--- src/rtl/cruise_pkg.sv ---
// Shared definitions for the cruise controller slice.
// Contents: cruise FSM state encodings, minimum engage speed, repeat FSM
// state type and the button priority indices (lower index = higher priority).
package cruise_pkg;

  typedef enum logic [3:0] {
    IDLE    = 4'b1000,
    DEFAULT = 4'b0001,
    CRUISE  = 4'b0010,
    BRAKE   = 4'b0100
  } cruise_state_t;

  localparam logic [31:0] SET_MIN_SPEED = 32'd45;

  typedef enum logic [1:0] {
    R_IDLE,
    R_DELAY,
    R_REPEAT
  } repeat_state_t;

  // Button vector order doubles as the arbitration priority.
  localparam int unsigned PRI_CANCEL = 0;
  localparam int unsigned PRI_RESUME = 1;
  localparam int unsigned PRI_SET    = 2;
  localparam int unsigned PRI_ACCEL  = 3;
  localparam int unsigned PRI_COAST  = 4;
  localparam int unsigned NUM_BTN    = 5;

endpackage

--- src/rtl/cruise_button_panel_debouncer.sv ---
// button_debouncer: 2-flop synchroniser, stability counter, stable level
// register and rising-edge pulse for one raw button.
// Ports:
//   clock  in   system clock
//   reset  in   synchronous, active-high
//   raw    in   asynchronous button level
//   stable out  debounced level
//   rise   out  one-cycle pulse on a rising edge of stable
module button_debouncer #(
  parameter int unsigned DEBOUNCE_CYCLES = 4
) (
  input  logic clock,
  input  logic reset,
  input  logic raw,
  output logic stable,
  output logic rise
);

  localparam int unsigned CW = $clog2(DEBOUNCE_CYCLES + 1);

  logic [1:0]    sync;
  logic [CW-1:0] cnt;
  logic          stable_q;
  logic          stable_d;

  always_ff @(posedge clock) begin
    if (reset) begin
      sync     <= '0;
      cnt      <= '0;
      stable_q <= 1'b0;
      stable_d <= 1'b0;
    end else begin
      sync     <= {sync[0], raw};
      stable_d <= stable_q;
      if (sync[1] != stable_q) begin
        // The cycle that would make cnt reach DEBOUNCE_CYCLES accepts the level.
        if (cnt == CW'(DEBOUNCE_CYCLES - 1)) begin
          stable_q <= sync[1];
          cnt      <= '0;
        end else begin
          cnt <= cnt + CW'(1);
        end
      end else begin
        cnt <= '0;
      end
    end
  end

  assign stable = stable_q;
  assign rise   = stable_q & ~stable_d;

endmodule

--- src/rtl/cruise_button_panel.sv ---
// cruise_button_panel: conditions steering-wheel buttons and pedals into
// registered command pulses for the cruise FSM.
// Ports:
//   clock, reset (sync, active-high)
//   btn_set/accel/coast/cancel/resume  raw buttons, high = pressed
//   pedal_brake, pedal_throttle        raw pedal switches
//   cruise_status, speed[31:0]         fed back from the cruise FSM
//   set/accel/coast/cancel/resume      one-cycle command pulses (one-hot or none)
//   brake, throttle                    synchronised pedal levels
//   cmd_reject                         pulse: an accepted press was dropped
// Build option: define AUTO_REPEAT_EN to enable accel/coast auto-repeat.
module cruise_button_panel
  import cruise_pkg::*;
#(
  parameter int unsigned DEBOUNCE_CYCLES = 4,
  parameter int unsigned REPEAT_DELAY    = 16,
  parameter int unsigned REPEAT_PERIOD   = 8
) (
  input  logic        clock,
  input  logic        reset,
  input  logic        btn_set,
  input  logic        btn_accel,
  input  logic        btn_coast,
  input  logic        btn_cancel,
  input  logic        btn_resume,
  input  logic        pedal_brake,
  input  logic        pedal_throttle,
  input  logic        cruise_status,
  input  logic [31:0] speed,
  output logic        set,
  output logic        accel,
  output logic        coast,
  output logic        cancel,
  output logic        resume,
  output logic        brake,
  output logic        throttle,
  output logic        cmd_reject
);

  logic [1:0]         brake_sync;
  logic [1:0]         throttle_sync;
  logic [NUM_BTN-1:0] btn_raw;
  logic [NUM_BTN-1:0] btn_level;
  logic [NUM_BTN-1:0] rise;
  logic [NUM_BTN-1:0] cmd_next;
  logic [NUM_BTN-1:0] cmd_q;
  logic               reject_next;
  logic               reject_q;
  logic               found;
  logic               lose;
  logic               allowed;
  logic               issued;
  logic [2:0]         win_idx;
  logic [2:0]         rep_idx;
  logic               repeat_fire;

  always_ff @(posedge clock) begin
    if (reset) begin
      brake_sync    <= '0;
      throttle_sync <= '0;
    end else begin
      brake_sync    <= {brake_sync[0], pedal_brake};
      throttle_sync <= {throttle_sync[0], pedal_throttle};
    end
  end

  assign btn_raw[PRI_CANCEL] = btn_cancel;
  assign btn_raw[PRI_RESUME] = btn_resume;
  assign btn_raw[PRI_SET]    = btn_set;
  assign btn_raw[PRI_ACCEL]  = btn_accel;
  assign btn_raw[PRI_COAST]  = btn_coast;

  for (genvar g = 0; g < NUM_BTN; g++) begin : g_btn
    button_debouncer #(
      .DEBOUNCE_CYCLES(DEBOUNCE_CYCLES)
    ) u_deb (
      .clock (clock),
      .reset (reset),
      .raw   (btn_raw[g]),
      .stable(btn_level[g]),
      .rise  (rise[g])
    );
  end

  always_comb begin
    found   = 1'b0;
    lose    = 1'b0;
    win_idx = '0;
    for (int unsigned i = 0; i < NUM_BTN; i++) begin
      if (rise[i]) begin
        if (found) begin
          lose = 1'b1;
        end else begin
          found   = 1'b1;
          win_idx = 3'(i);
        end
      end
    end
  end

  always_comb begin
    if (win_idx == 3'(PRI_SET)) begin
      allowed = !cruise_status && (speed >= SET_MIN_SPEED);
    end else if (win_idx == 3'(PRI_RESUME)) begin
      allowed = !cruise_status;
    end else begin
      allowed = cruise_status;
    end
    allowed = allowed && !brake_sync[1];
  end

  assign issued = found && allowed;

  // A fresh press always takes the slot; a due repeat is dropped without reject.
  always_comb begin
    cmd_next = '0;
    if (issued) begin
      cmd_next[win_idx] = 1'b1;
    end else if (!found && repeat_fire) begin
      cmd_next[rep_idx] = 1'b1;
    end
    reject_next = lose || (found && !allowed);
  end

`ifdef AUTO_REPEAT_EN
  localparam int unsigned TMAX =
    (REPEAT_DELAY > REPEAT_PERIOD) ? REPEAT_DELAY : REPEAT_PERIOD;
  localparam int unsigned TW = $clog2(TMAX + 1);

  repeat_state_t state;
  repeat_state_t state_next;
  logic [TW-1:0] timer;
  logic [TW-1:0] timer_next;
  logic          rep_coast;
  logic          rep_coast_next;
  logic          held;
  logic          abort;

  assign rep_idx     = rep_coast ? 3'(PRI_COAST) : 3'(PRI_ACCEL);
  assign held        = btn_level[rep_idx];
  assign abort       = !held || brake_sync[1] || !cruise_status;
  // Firing on timer==1 makes the pulse register on the edge the timer hits 0.
  assign repeat_fire = (state != R_IDLE) && (timer == TW'(1)) && !abort;

  always_ff @(posedge clock) begin
    if (reset) begin
      state     <= R_IDLE;
      timer     <= '0;
      rep_coast <= 1'b0;
    end else begin
      state     <= state_next;
      timer     <= timer_next;
      rep_coast <= rep_coast_next;
    end
  end

  always_comb begin
    state_next     = state;
    timer_next     = timer;
    rep_coast_next = rep_coast;
    if (state != R_IDLE) begin
      timer_next = timer - TW'(1);
    end
    if (issued) begin
      if (win_idx == 3'(PRI_ACCEL) || win_idx == 3'(PRI_COAST)) begin
        state_next     = R_DELAY;
        timer_next     = TW'(REPEAT_DELAY);
        rep_coast_next = (win_idx == 3'(PRI_COAST));
      end else begin
        state_next = R_IDLE;
      end
    end else if (state != R_IDLE && abort) begin
      state_next = R_IDLE;
    end else if (repeat_fire) begin
      state_next = R_REPEAT;
      timer_next = TW'(REPEAT_PERIOD);
    end
  end
`else
  localparam int unsigned repeat_cfg_unused = REPEAT_DELAY + REPEAT_PERIOD;
  logic [NUM_BTN-1:0] level_unused;

  assign level_unused = btn_level;
  assign repeat_fire  = 1'b0;
  assign rep_idx      = '0;
`endif

  always_ff @(posedge clock) begin
    if (reset) begin
      cmd_q    <= '0;
      reject_q <= 1'b0;
    end else begin
      cmd_q    <= cmd_next;
      reject_q <= reject_next;
    end
  end

  assign cancel     = cmd_q[PRI_CANCEL];
  assign resume     = cmd_q[PRI_RESUME];
  assign set        = cmd_q[PRI_SET];
  assign accel      = cmd_q[PRI_ACCEL];
  assign coast      = cmd_q[PRI_COAST];
  assign cmd_reject = reject_q;
  assign brake      = brake_sync[1];
  assign throttle   = throttle_sync[1];

endmodule
--- config.mk ---
export PLATFORM = sky130hd
export DESIGN_NAME = cruise_button_panel
export DESIGN_NICKNAME = d
export VERILOG_FILES = /design/src/rtl/cruise_pkg.sv /design/src/rtl/cruise_button_panel_debouncer.sv /design/src/rtl/cruise_button_panel.sv
export SDC_FILE = /design/constraint.sdc
export NUM_CORES = 1
export LEC_CHECK = 0
export CAP_MARGIN = 0
export CELL_PAD_IN_SITES_DETAIL_PLACEMENT = 0
export CELL_PAD_IN_SITES_GLOBAL_PLACEMENT = 1
export CORE_MARGIN = 2
export CORE_UTILIZATION = 36
export CTS_BUF_LIST = sky130_fd_sc_hd__clkbuf_2 sky130_fd_sc_hd__clkbuf_4 sky130_fd_sc_hd__clkbuf_8
export DETAILED_ROUTE_END_ITERATION = 7
export PLACE_DENSITY = 0.85
export SYNTH_ARGS = -nofsm -noshare
export SYNTH_HDL_FRONTEND = slang
export SYNTH_SLANG_ARGS = --single-unit
export TNS_END_PERCENT = 100
--- constraint.sdc ---
create_clock -name clock -period 1.5 [get_ports clock]
set_input_delay 0.3 -clock clock [delete_from_list [all_inputs] [get_ports clock]]
set_output_delay 0.3 -clock clock [all_outputs]
set_load 0.01 [all_outputs]
==> results of run 1 <==
metal layers:
| layer | global-route usage | up-vias | routed length (um) |
|---|---|---|---|
| met1 | 0.1440 | 565 | 1287 |
| met2 | 0.1939 | 47 | 1396 |
| met3 | 0.05139 | 6 | 284 |
| met4 | 0.06173 | 0 | 57 |
| li1 | - | 680 | - |
| met5 | 0 | - | 0 |
synthesized netlist by cell type:
master      n  area [um2]
and2b_1     2       15.01
nand3b_1    1       7.510
inv_1      10       37.54
and2b_4     1       10.01
nor4_1      7       43.79
mux2_1      1       11.26
ha_1       10       125.1
nor2_1     25       93.84
nand3_1     5       25.02
o21ai_0     1       5.000
nand2b_1    5       31.28
nor3_2      1       10.01
o211ai_1    1       7.510
dfxtp_1    45       900.9
a21oi_1     3       15.01
mux2i_1     5       50.05
nor2b_1    21       131.4
xnor2_1     5       43.79
a2111oi_2   1       15.01
a21oi_2     1       8.760
or3_1       5       31.28
a41oi_2     1       16.27
nor3_1      3       15.01
buf_6       1       11.26
nand2_1     1       3.750
nand4_1     1       6.260
clkbuf_1    3       11.26
a211o_1     1       8.760
path summary, 6_finish.rpt:
kind                           start                     to  slack (ns)  cells past startpoint
max          g_btn[1].u_deb.stable_d               cmd_q[1]        0.05                      5
min            g_btn[0].u_deb.cnt[0]  g_btn[0].u_deb.cnt[0]        0.42                      1
max reg2reg  g_btn[1].u_deb.stable_d               cmd_q[1]        0.05                      5
min reg2reg    g_btn[0].u_deb.cnt[0]  g_btn[0].u_deb.cnt[0]        0.42                      1
registers in the layout (all words and copies together), names as in the netlist:
signal                count
g_btn.u_deb.sync         10
brake_sync                2
g_btn.u_deb.stable        5
cmd_q                     5
cmd_reject                1
g_btn.u_deb.cnt          15
throttle_sync             2
g_btn.u_deb.stable_d      5
power breakdown:
| group | switching, uW | total [uW] | internal [uW] | leakage [uW] |
|---|---|---|---|---|
| logic | 50.7 | 165 | 114 | 0.000659 |
| registers | 8.46 | 1220 | 1220 | 0.000366 |
| clock network | 389 | 930 | 541 | 0.0000574 |
cells by family after synthesis:
family,Yosys count,share of synthesized area
and+or+nand+nor,78,0.2507
DFF,45,0.5325
buffers and inverters,14,0.03550
muxes,6,0.03624
xor gates and xnor gates,5,0.02589
AOI/OAI and AO/OA,9,0.04512
adders and majority gates,10,0.07396
repair_timing:
action / 4_1_cts / 5_1_grt
hold endpoints to repair: 0 / 0
gates resized for setup: 12 / 24
setup buffers: 1 / 0
pin swaps: 6 / 7
endpoints found under the setup margin: 4 / 5
area by class of cell:
cell class	instances	area, um2
well taps	52	65.06
clock inverters	2	37.54
repair buffers	60	594.3
flip-flops and latches	45	902.1
inverters	10	37.54
fillers	389	1938
multi-input cells	108	787.0
clock buffers	6	82.58
stage by stage:
stage | total power, uW | instances | TNS, ns
2_1_floorplan | 1293 | 167 | 0
3_3_place_gp | 1423 | 274 | -1.993
3_5_place_dp | 1426 | 274 | -1.971
4_1_cts | 2359 | 283 | 0
5_1_grt | 2421 | 283 | -0.04905
6_report | 2318 | 283 | 0
worst max-delay path, stage by stage, from the launching register on:
cell      delay (ns)
dfxtp_1         0.30
nand2b_2        0.25
a21oi_2         0.18
mux2_2          0.37
nand3b_1        0.17
nor3_2          0.07
==> run_results.csv, run 1 <==
group,metric,value,unit
status,status,"complete, no violations",
clock_network,cts_max_level,2,
cells_and_area,utilization,0.5639,
routing,drt_pass1_iterations,4,
power_and_ir_drop,leakagePower,0.001083,uW
power_and_ir_drop,peakVddDrop,0.0006640,V
synth,ys_types,28,
global_route,first_global_vias,1197,
floorplanning,initial_utilization,0.3806,
synth,ys_ff_latch,45,
cells_and_area,area_growth,48.15,%
timing,finalSetupViolCount,0,
worst_setup_path,start_kind,"flop",
placed_design,gp_congestion,0.7927,
floorplanning,fp.dieW,72.55,um
timing,fin_ws,0.04950,ns
worst_setup_path,cp-end-kind,"flop",
cells_and_area,final_cell_area,2506,um2
global_route,grt_pass1_wl,5.002,mm
routing,drtAntennaViolNets,0,
timing,slew_headroom,0.8302,
routing,drt-total-wl,3.025,mm
clock_network,cts_tree,"done",
clock_network,clockRootBuffer,"clkbuf_8",
cells_and_area,nNetsFinal,282,
timing,hold_viol,0,
floorplanning,num_rows,24,
routing,route.detailed.drc,0,
synth,syn-instance-count,167,
floorplanning,io_pins,50,
placed_design,portBuffers,49,
clock_network,clk_latency,0.30,ns
timing,slew_viol_final,0,
routing,vias,1298,
synth,syn_area_per_cell,10.13,um2
global_route,grt_max_degree,15,
routing,drt_iter0_drc,55,
clock_network,cts-buffers-inserted,5,
timing,fin_crit_sh,0.9670,
floorplanning,fp.dieH,72.55,um
floorplanning,core,4444,um2
timing,worst_pin_slew,0.2528,ns
worst_setup_path,critPathKind,"flop to flop",
clock_network,clkTransAtPathRegs,0.08,ns
synth,ys_warn_count,0,
timing,fin_worst_hold_slack,0.4220,ns
cells_and_area,mostFrequentLayoutCells,"dfxtp_1 (44), nor2_1 (25), clkdlybuf4s50_1 (24)",
cells_and_area,diodes,0,
placed_design,placed_cell_area,2300,um2
clock_network,cts_buffer_depth,2,
power_and_ir_drop,p_per_area,925.0,nW/um2
clock_network,cts_sinks,45,
flow_run,cap_violations,0,
min_path,hp-class,"flop to flop",
synth,synth_area,1692,um2
timing,clock_skew,0.006766,ns
placed_design,post-place-ws,-0.4062,ns
placed_design,dp_hpwl,2.287,mm
clock_network,holdBufCountCts,0,
global_route,grt-ovfl-total,0,
global_route,grt_util_all_layers,0.1233,
cells_and_area,final_common_cell,"dfxtp_1",
timing,max_freq,689.4,MHz
cells_and_area,drive_above_1_share,0.1472,
timing,period_needed,1.450,ns
routing,wl_per_cell,10.69,um
synth,ys_seq_area_frac,0.5325,
worst_setup_path,crit_path_max_fanout,6,
worst_setup_path,crit_arrival,1.64,ns
synth,syn_nets,219,
floorplanning,fp.dieArea,5264,um2
routing,via_per_inst,4.587,
global_route,antenna_found_initial,0,
worst_setup_path,critPathRequiredTime,1.69,ns
Power figures use the tool's default switching activity.
==> inputs of run 2 (changes only) <==
CTS_CLUSTER_SIZE = 8   (was not set)
==> results of run 2 <==
No change in the layout: final DEF, timing and power equal those of run 1.
==> inputs of run 3 (changes only) <==
CORE_MARGIN = 1   (was 2)
CORE_UTILIZATION = 39   (was 36)
PLACE_DENSITY = 0.91   (was 0.85)
clock period = 1.77 ns   (was 1.5 ns; I/O delays follow)
==> run 3 against run 2 <==
Effect of this change: clock power shrank 20%; sequential power down 15%; critical path type is now primary input to flop; largest cell class unchanged; power down 17%; largest power group unchanged; worst setup slack gained 0.094 ns; core utilization is 1.3 points higher; first-iteration DRC count is 5.5% lower; sequential cell count unchanged; cell count shrank 4.2%; die area down 13%.
==> run_results.csv, run 3 (synthesis gave the netlist of run 1 again) <==
group,metric,value,unit
status,status,"complete, no violations",
worst_setup_path,reg2reg_slack,0.25,ns
min_path,hp-class,"flop to flop",
cells_and_area,drive_above_1_share,0.06335,
placed_design,dp_hpwl,1.984,mm
global_route,grt_pass1_wl,4.195,mm
floorplanning,io_pins,50,
worst_setup_path,crit_end,"cmd_q[1]",
clock_network,postCtsResizedCells,0,
cells_and_area,regMostFlops,"g_btn.u_deb.cnt",
routing,drtAntennaViolNets,0,
clock_network,clkTransAtPathRegs,0.08,ns
timing,period_needed,1.627,ns
timing,clock_skew,0.006968,ns
global_route,antenna_found_initial,0,
floorplanning,fp.dieArea,4605,um2
worst_setup_path,crit_path_max_fanout,3,
timing,fin_crit_sh,0.9190,
timing,fin_worst_hold_slack,0.4231,ns
routing,via_per_inst,4.509,
timing,hold_viol,0,
cells_and_area,nNetsFinal,273,
global_route,grt_util_all_layers,0.1230,
cells_and_area,area_growth,39.35,%
routing,vias,1222,
worst_setup_path,reg2reg_from,"g_btn[1].u_deb.stable",
clock_network,cts_tree,"done",
cells_and_area,final_common_cell,"clkdlybuf4s50_1",
clock_network,cts_max_level,2,
worst_setup_path,r2r-end,"cmd_q[1]",
floorplanning,fp.dieH,67.86,um
power_and_ir_drop,peakVddDrop,0.0005349,V
cells_and_area,diodes,0,
worst_setup_path,crit_buf_inv,1,
timing,max_freq,614.8,MHz
worst_setup_path,start_kind,"primary input",
routing,drt-total-wl,2.610,mm
worst_setup_path,cpLargestDelayFamily,"simple AND/OR/NAND/NOR gates",
clock_network,cts_buffer_depth,2,
worst_setup_path,cp-end-kind,"flop",
cells_and_area,mostFrequentLayoutCells,"clkdlybuf4s50_1 (49), dfxtp_1 (45), nor2_1 (25)",
cells_and_area,largest_reg_flops,15,
routing,wl_per_cell,9.631,um
floorplanning,initial_utilization,0.4140,
routing,drt_pass1_iterations,3,
clock_network,cts_sinks,45,
worst_setup_path,crit_arrival,1.80,ns
placed_design,placed_cell_area,2250,um2
worst_setup_path,worstSetupStartpoint,"speed[15]",
placed_design,portBuffers,49,
timing,worst_pin_slew,0.3461,ns
placed_design,gp_congestion,0.7468,
power_and_ir_drop,power,1921,uW
worst_setup_path,r2r_cells,5,
worst_setup_path,crit_cells,6,
global_route,first_global_vias,1040,
worst_setup_path,critPathRequiredTime,1.94,ns
clock_network,clk_latency,0.29,ns
cells_and_area,seq_area,900.9,um2
worst_setup_path,critPathKind,"primary input to flop",
timing,slew_viol_final,0,
cells_and_area,multi_input_area,730.7,um2
floorplanning,num_rows,23,
cells_and_area,utilization,0.5769,
clock_network,cts-buffers-inserted,5,
cells_and_area,fillers,368,
timing,grt_setup_unrepaired,"false",
clock_network,holdBufCountCts,0,
floorplanning,fp.dieW,67.86,um
power_and_ir_drop,p_per_area,815.1,nW/um2
global_route,grt-ovfl-total,0,
global_route,grt_max_degree,25,
power_and_ir_drop,leakagePower,0.0008921,uW
cells_and_area,final_cell_area,2357,um2
worst_setup_path,slowest_delay,0.40,ns
clock_network,clockRootBuffer,"clkbuf_8",
clock_network,post_cts.repair.setup_buffers,0,
worst_setup_path,slowest_stage,"clkdlybuf4s50_1",
timing,slew_headroom,0.7692,
flow_run,cap_violations,0,
timing,finalSetupViolCount,0,
worst_setup_path,crit_chain,"clkdlybuf4s50_1 -> nor4_1 -> nand3_1 -> a2111oi_2 -> nand3b_1 -> nor3_1",
floorplanning,core,4086,um2
cells_and_area,largest_registers,"g_btn.u_deb.cnt x15, g_btn.u_deb.sync x10",
routing,route.detailed.drc,0,
routing,drt_iter0_drc,52,
==> run 3: changes by cell type in the layout (fill, tap and decap cells not counted), moves of 5 or more <==
| cell | change |
|---|---|
| nor4_2 | -5 |
| nor4_1 | +5 |
| dlymetal6s2s_1 | -14 |
| buf_4 | -10 |
| dlygate4sd2_1 | -11 |
| clkdlybuf4s50_1 | +25 |
==> run 3: cell type report <==
| type | count | share of cell area |
|---|---|---|
| Clock inverter | 2 | 0.01645 |
| Sequential cell | 45 | 0.3822 |
| Inverter | 10 | 0.01592 |
| Multi-Input combinational cell | 108 | 0.3100 |
| Timing Repair Buffer | 51 | 0.2197 |
| Tap cell | 50 | 0.02654 |
| Clock buffer | 5 | 0.02919 |
==> run 3: per-layer routing <==
| metal | wire, um | GRT usage | part of all wire |
|---|---|---|---|
| met1 | 1213 | 0.1591 | 0.46 |
| met2 | 1206 | 0.1856 | 0.46 |
| met3 | 153 | 0.04000 | 0.059 |
| met4 | 36 | 0.05469 | 0.014 |
| met5 | 0 | 0 | 0 |
==> run 3: worst register-to-register path, delay by kind of cell (launching register included) <==
kind | cells | cell delay [ns]
AO/OA/AOI/OAI | 1 | 0.20
multiplexers | 1 | 0.37
AND/OR/NAND/NOR | 3 | 0.43
flip-flops | 1 | 0.39
==> run 3: how the worst min path moves through the flow <==
stage	from	to	slack, ns	depth (start not counted)
after global routing	g_btn[1].u_deb.cnt[0]	g_btn[1].u_deb.cnt[0]	0.44	1
after global placement	g_btn[4].u_deb.cnt[0]	g_btn[4].u_deb.cnt[0]	0.41	1
after CTS	g_btn[1].u_deb.cnt[0]	g_btn[1].u_deb.cnt[0]	0.43	1
after detailed placement	g_btn[1].u_deb.cnt[0]	g_btn[1].u_deb.cnt[0]	0.41	1
final	g_btn[1].u_deb.cnt[0]	g_btn[1].u_deb.cnt[0]	0.42	1
after floorplan	g_btn[0].u_deb.cnt[0]	g_btn[0].u_deb.cnt[0]	0.40	1
==> run 3: report_power, final <==
group	total [uW]	internal (uW)	switching (uW)
logic	141	105	36.2
registers	1040	1030	7.04
clock network	743	417	326
==> run 3: through the flow <==
step / worst slack [ns] / setup TNS, ns / cells
floorplan: 0.3568 / 0 / 167
global placement: -0.1696 / -0.5042 / 264
detailed placement: -0.1798 / -0.5256 / 264
CTS: 0.1254 / 0 / 271
global route: 0.008604 / 0 / 271
finish: 0.1433 / 0 / 271
